File: src/rtl/scr1_axi_single_master.sv
// Single-outstanding AXI4 initiator: turns a simple core-style request/response
// port into single-beat AXI reads and writes, with local rejection of
// misaligned accesses.
module scr1_axi_single_master #(
  parameter int unsigned W_ID   = 4,
  parameter int unsigned W_ADR  = 32,
  parameter int unsigned W_DATA = 32,
  parameter int unsigned TXN_ID = 0
) (
  input  logic                  clk,
  input  logic                  rst_n,
  // Core-side request/response port
  input  logic                  req_i,
  output logic                  req_ack_o,
  input  logic                  req_we_i,
  input  logic [1:0]            req_width_i,
  input  logic [W_ADR-1:0]      req_addr_i,
  input  logic [W_DATA-1:0]     req_wdata_i,
  output logic                  resp_valid_o,
  output logic [W_DATA-1:0]     resp_rdata_o,
  output logic                  resp_err_o,
  // AXI write-address channel
  output logic                  awvalid_o,
  input  logic                  awready_i,
  output logic [W_ID-1:0]       awid_o,
  output logic [W_ADR-1:0]      awaddr_o,
  output logic [2:0]            awsize_o,
  output logic [7:0]            awlen_o,
  output logic [1:0]            awburst_o,
  // AXI write-data channel
  output logic                  wvalid_o,
  input  logic                  wready_i,
  output logic [W_DATA-1:0]     wdata_o,
  output logic [W_DATA/8-1:0]   wstrb_o,
  output logic                  wlast_o,
  // AXI write-response channel
  input  logic                  bvalid_i,
  output logic                  bready_o,
  input  logic [W_ID-1:0]       bid_i,
  input  logic [1:0]            bresp_i,
  // AXI read-address channel
  output logic                  arvalid_o,
  input  logic                  arready_i,
  output logic [W_ID-1:0]       arid_o,
  output logic [W_ADR-1:0]      araddr_o,
  output logic [2:0]            arsize_o,
  output logic [7:0]            arlen_o,
  output logic [1:0]            arburst_o,
  // AXI read-data channel
  input  logic                  rvalid_i,
  output logic                  rready_o,
  input  logic [W_ID-1:0]       rid_i,
  input  logic [W_DATA-1:0]     rdata_i,
  input  logic                  rlast_i,
  input  logic [1:0]            rresp_i
);

  localparam int unsigned     StrbW     = W_DATA / 8;
  localparam logic [W_ID-1:0] TxnId     = W_ID'(TXN_ID);
  localparam logic [1:0]      BurstIncr = 2'b01;

  typedef enum logic [2:0] {
    StIdle,
    StRdA,
    StRdD,
    StWrAw,
    StWrB,
    StErr
  } state_e;

  state_e             state_q;
  logic               aw_done_q, w_done_q;
  logic               awvalid_q, wvalid_q, arvalid_q, rready_q, bready_q;
  logic [W_ADR-1:0]   awaddr_q, araddr_q;
  logic [2:0]         awsize_q, arsize_q;
  logic [7:0]         awlen_q, arlen_q;
  logic [1:0]         awburst_q, arburst_q;
  logic [W_DATA-1:0]  wdata_q;
  logic [StrbW-1:0]   wstrb_q;
  logic               wlast_q;
  logic               resp_valid_q, resp_err_q;
  logic [W_DATA-1:0]  resp_rdata_q;

  logic               req_mis;
  logic [StrbW-1:0]   req_strb;
  logic               aw_done_d, w_done_d;
  logic               r_err, b_err;

  // Request decode: alignment check and lane strobes for the incoming request
  always_comb begin
    req_mis  = 1'b0;
    req_strb = '1;
    case (req_width_i)
      2'd0: begin
        req_mis  = 1'b0;
        req_strb = StrbW'(1) << req_addr_i[1:0];
      end
      2'd1: begin
        req_mis  = req_addr_i[0];
        req_strb = StrbW'(3) << req_addr_i[1:0];
      end
      2'd2: begin
        req_mis  = |req_addr_i[1:0];
        req_strb = '1;
      end
      default: begin
        req_mis  = 1'b1;
        req_strb = '1;
      end
    endcase
  end

  // Handshake completion and response error evaluation
  always_comb begin
    aw_done_d = aw_done_q | (awvalid_q & awready_i);
    w_done_d  = w_done_q | (wvalid_q & wready_i);
    r_err     = (rresp_i != 2'b00) | (rid_i != TxnId) | ~rlast_i;
    b_err     = (bresp_i != 2'b00) | (bid_i != TxnId);
  end

  // Transaction FSM with registered AXI and response outputs
  always_ff @(posedge clk or negedge rst_n) begin
    if (!rst_n) begin
      state_q      <= StIdle;
      aw_done_q    <= 1'b0;
      w_done_q     <= 1'b0;
      awvalid_q    <= 1'b0;
      wvalid_q     <= 1'b0;
      arvalid_q    <= 1'b0;
      rready_q     <= 1'b0;
      bready_q     <= 1'b0;
      awaddr_q     <= '0;
      araddr_q     <= '0;
      awsize_q     <= '0;
      arsize_q     <= '0;
      awlen_q      <= '0;
      arlen_q      <= '0;
      awburst_q    <= '0;
      arburst_q    <= '0;
      wdata_q      <= '0;
      wstrb_q      <= '0;
      wlast_q      <= 1'b0;
      resp_valid_q <= 1'b0;
      resp_err_q   <= 1'b0;
      resp_rdata_q <= '0;
    end else begin
      // Response is a single-cycle pulse
      resp_valid_q <= 1'b0;
      resp_err_q   <= 1'b0;
      case (state_q)
        StIdle: begin
          if (req_i) begin
            if (req_mis) begin
              state_q      <= StErr;
              resp_valid_q <= 1'b1;
              resp_err_q   <= 1'b1;
            end else if (req_we_i) begin
              state_q   <= StWrAw;
              awvalid_q <= 1'b1;
              wvalid_q  <= 1'b1;
              aw_done_q <= 1'b0;
              w_done_q  <= 1'b0;
              awaddr_q  <= req_addr_i;
              awsize_q  <= {1'b0, req_width_i};
              awlen_q   <= 8'd0;
              awburst_q <= BurstIncr;
              wdata_q   <= req_wdata_i;
              wstrb_q   <= req_strb;
              wlast_q   <= 1'b1;
            end else begin
              state_q   <= StRdA;
              arvalid_q <= 1'b1;
              araddr_q  <= req_addr_i;
              arsize_q  <= {1'b0, req_width_i};
              arlen_q   <= 8'd0;
              arburst_q <= BurstIncr;
            end
          end
        end
        StRdA: begin
          if (arready_i) begin
            arvalid_q <= 1'b0;
            rready_q  <= 1'b1;
            state_q   <= StRdD;
          end
        end
        StRdD: begin
          if (rvalid_i) begin
            rready_q     <= 1'b0;
            resp_rdata_q <= rdata_i;
            resp_valid_q <= 1'b1;
            resp_err_q   <= r_err;
            state_q      <= StIdle;
          end
        end
        StWrAw: begin
          // Address and data channels complete independently
          if (awvalid_q && awready_i) awvalid_q <= 1'b0;
          if (wvalid_q && wready_i) wvalid_q <= 1'b0;
          aw_done_q <= aw_done_d;
          w_done_q  <= w_done_d;
          if (aw_done_d && w_done_d) begin
            aw_done_q <= 1'b0;
            w_done_q  <= 1'b0;
            bready_q  <= 1'b1;
            state_q   <= StWrB;
          end
        end
        StWrB: begin
          if (bvalid_i) begin
            bready_q     <= 1'b0;
            resp_valid_q <= 1'b1;
            resp_err_q   <= b_err;
            state_q      <= StIdle;
          end
        end
        StErr: begin
          state_q <= StIdle;
        end
        default: begin
          state_q <= StIdle;
        end
      endcase
    end
  end

  assign req_ack_o    = (state_q == StIdle);
  assign resp_valid_o = resp_valid_q;
  assign resp_err_o   = resp_err_q;
  assign resp_rdata_o = resp_rdata_q;

  assign awvalid_o    = awvalid_q;
  assign awid_o       = TxnId;
  assign awaddr_o     = awaddr_q;
  assign awsize_o     = awsize_q;
  assign awlen_o      = awlen_q;
  assign awburst_o    = awburst_q;
  assign wvalid_o     = wvalid_q;
  assign wdata_o      = wdata_q;
  assign wstrb_o      = wstrb_q;
  assign wlast_o      = wlast_q;
  assign bready_o     = bready_q;

  assign arvalid_o    = arvalid_q;
  assign arid_o       = TxnId;
  assign araddr_o     = araddr_q;
  assign arsize_o     = arsize_q;
  assign arlen_o      = arlen_q;
  assign arburst_o    = arburst_q;
  assign rready_o     = rready_q;

endmodule

File: config.mk
export PLATFORM = sky130hd
export DESIGN_NAME = scr1_axi_single_master
export DESIGN_NICKNAME = d
export VERILOG_FILES = /design/src/rtl/scr1_axi_single_master.sv
export SDC_FILE = /design/constraint.sdc
export NUM_CORES = 1
export LEC_CHECK = 0
export BUFFER_PORTS_ARGS = -buffer_cell sky130_fd_sc_hd__clkbuf_2
export CAP_MARGIN = 10
export CORE_MARGIN = 8
export CORE_UTILIZATION = 25
export CTS_BUF_LIST = sky130_fd_sc_hd__clkbuf_16
export CTS_CLUSTER_SIZE = 14
export DETAILED_ROUTE_END_ITERATION = 6
export PLACE_DENSITY = 0.48
export SYNTH_ARGS = -nofsm -noshare
export SYNTH_HDL_FRONTEND = slang
export SYNTH_SLANG_ARGS = --single-unit
File: constraint.sdc
create_clock -name clk -period 3.2 [get_ports clk]
set_input_delay 0.32 -clock clk [delete_from_list [all_inputs] [get_ports clk]]
set_output_delay 0.32 -clock clk [all_outputs]
set_load 0.03 [all_outputs]
==> impl_metrics.ini <==
[die]
die-height_um = 174
initial_core_util = 0.255
die_w_um = 174
die-area_um2 = 30100
coreArea_um2 = 24300
num_io_pins = 295
fp-row-count = 57

[worst_hold_path]
hp-class = in -> reg

[power]
p_leak_uw = 0.00419
peakVddDrop_mv = 0.484
p_per_area_nw_per_um2 = 1170

[clock_tree]
root_buffer = clkbuf_16
clkTransAtPathRegs_ns = 0.07
clock_latency_ns = 0.41
cts_buffers = 17
htreeDepth = 4
cts_resized = 0
cts_tree = done
cts.path.max_buffers = 2
cts_num_sinks = 150

[timing]
hold_violations = 0
skew_ns = 0.0115
post-route-period-util = 0.766
tightest_slew_ns = 0.588
tns_ns = 0
grt_setup_unrepaired = false
setup_viol = 0
drv_slew = 0
period_needed_ns = 2.45
fmax_mhz = 408
slew_headroom = 0.608

[drt]
drcViolationCount = 0
drt_wl_total_mm = 16.9
firstDrtPassIters = 4
wl_per_cell_um = 16.8
viasPerCell = 4.08
drtIter0Drc = 138
num_vias = 4108
postRouteAntennaNets = 0

[setup_path]
cp.arrival_ns = 2.74
cp_max_fo = 34
cp-start-kind = flop
cp-end-kind = flop
path_class = reg -> reg
required_ns = 3.49

[global_routing]
grt-ovfl-total = 0
grt_pass1_vias = 4807
grtUsageTotal = 0.113
grt_max_degree = 66
antenna_found_initial = 0
grt_pass1_wl_mm = 27.0

[synth]
synth_sequential_area_ratio = 0.605
netlist_area_um2 = 6200
postSynth.asyncResetShare = 1.00
synth-seq-cells = 150
synth_enable_flop_cells = 0
postSynthCellCount = 395
yosysWarnings = 0
synth_cell_type_count = 40
synth_top_flop_cell = dfrtp_1
syn_area_per_cell_um2 = 15.7
synth_area_leaders = dfrtp_1 61%, mux2_2 13%, mux2_4 7.3%
synth_top_area_frac = 0.605
synth_top_area_cell = dfrtp_1

[placed_design]
place_congestion = 0.776
hpwlAfterDp_mm = 12.8
dp_cells = 973
port_buffers = 266

[final_layout]
area_growth_pct = 34.3
nFillCells = 2432
multi_input_area_um2 = 2160
diodes = 0
layout.nets = 789
regArea_um2 = 3750
fin_util = 0.343
final_cell_mix = 265 x clkbuf_2, 150 x dfrtp_1, 70 x mux2_2
stdcell_count = 1006
layout-drive-gt1-share = 0.595
layout_commonest_cell = clkbuf_2

[job]
maxCapViolations = 0

[status]
status = complete, no violations
## critical path, cell delays in order, from the launching register on
cell     delay, ns
dfrtp_1       0.53
nor4b_4       0.49
and4_4        0.60
buf_12        0.29
mux2_2        0.37
## report_power, final
group,internal [µW],switching (µW),total (µW)
logic,1500,2870,4360
registers,2820,544,3370
clock network,1150,830,1980
## per-stage QoR
| stage | total power (µW) | hold WS (ns) | area, µm² | setup slack (ns) |
|---|---|---|---|---|
| after floorplan | 6390 | 0.0244 | 6300 | 1.39 |
| after global placement | 7760 | 0.329 | 7740 | 0.822 |
| after detailed placement | 7850 | 0.343 | 7740 | 0.743 |
| after CTS | 9910 | 0.104 | 8330 | 0.713 |
| after global routing | 10300 | 0.107 | 8330 | 0.633 |
| final | 9710 | 0.126 | 8330 | 0.747 |
## logic make-up after synthesis
family / synth area share
AO/OA/AOI/OAI: 0.0254
multiplexers: 0.268
other: 0.000605
AND/OR/NAND/NOR: 0.0361
flip-flops: 0.605
buffers and inverters: 0.0645
## flip-flops by register name (all words and copies together) (netlist names), 2 cells and up
name / count
araddr_o: 32
awaddr_o: 32
resp_rdata_o: 32
wdata_o: 32
wstrb_o: 4
state_q: 3
arsize_o: 2
awsize_o: 2
## cells in the mapped netlist, types with 2 or more instances
cell type	instances
mux2_1	36
o21ai_1	2
nor3_1	5
a21oi_1	4
o211ai_1	2
nor4_1	2
o21bai_1	2
mux2_2	70
dfrtp_1	150
nor2_1	5
buf_12	4
nand2b_1	5
a21boi_0	2
mux2i_1	2
mux2_4	30
a211o_1	3
buf_2	7
nand2_1	3
buf_4	31
inv_1	6
o21ai_0	5
## routing by layer
layer	vias up	GRT usage	routed length (µm)
met5	-	0	0
met4	0	0.0367	243
met3	16	0.0484	1420
met2	177	0.193	8560
met1	2030	0.124	6700
li1	1885	-	-
## what timing repair did
item                      in CTS  in global routing
setup buffers                  0                  0
hold buffers                   1                  0
hold endpoints to repair      61                  0
## cell type report
class / instances / share of cell area
Clock inverter: 15 / 0.0185
Timing Repair Buffer: 273 / 0.170
Tap cell: 324 / 0.0486
Inverter: 6 / 0.00270
Multi-Input combinational cell: 221 / 0.259
Sequential cell: 150 / 0.450
Clock buffer: 17 / 0.0510
## path summary, 6_finish.rpt
check	startpoint	to	slack (ns)	cells past startpoint
max	state_q[0]$_DFFE_PN0P_	wdata_o[30]$_DFFE_PN0P_	0.75	4
min	req_wdata_i[23]	wdata_o[23]$_DFFE_PN0P_	0.13	2
max reg2reg	state_q[0]$_DFFE_PN0P_	wdata_o[30]$_DFFE_PN0P_	0.75	4
min reg2reg	arburst_o[0]$_DFFE_PN0P_	arburst_o[0]$_DFFE_PN0P_	0.48	1
max in group asynchronous	rst_n	resp_rdata_o[6]$_DFFE_PN0P_	1.94	3
min in group asynchronous	rst_n	araddr_o[16]$_DFFE_PN0P_	0.45	2
(Power assumes the default switching activity.)
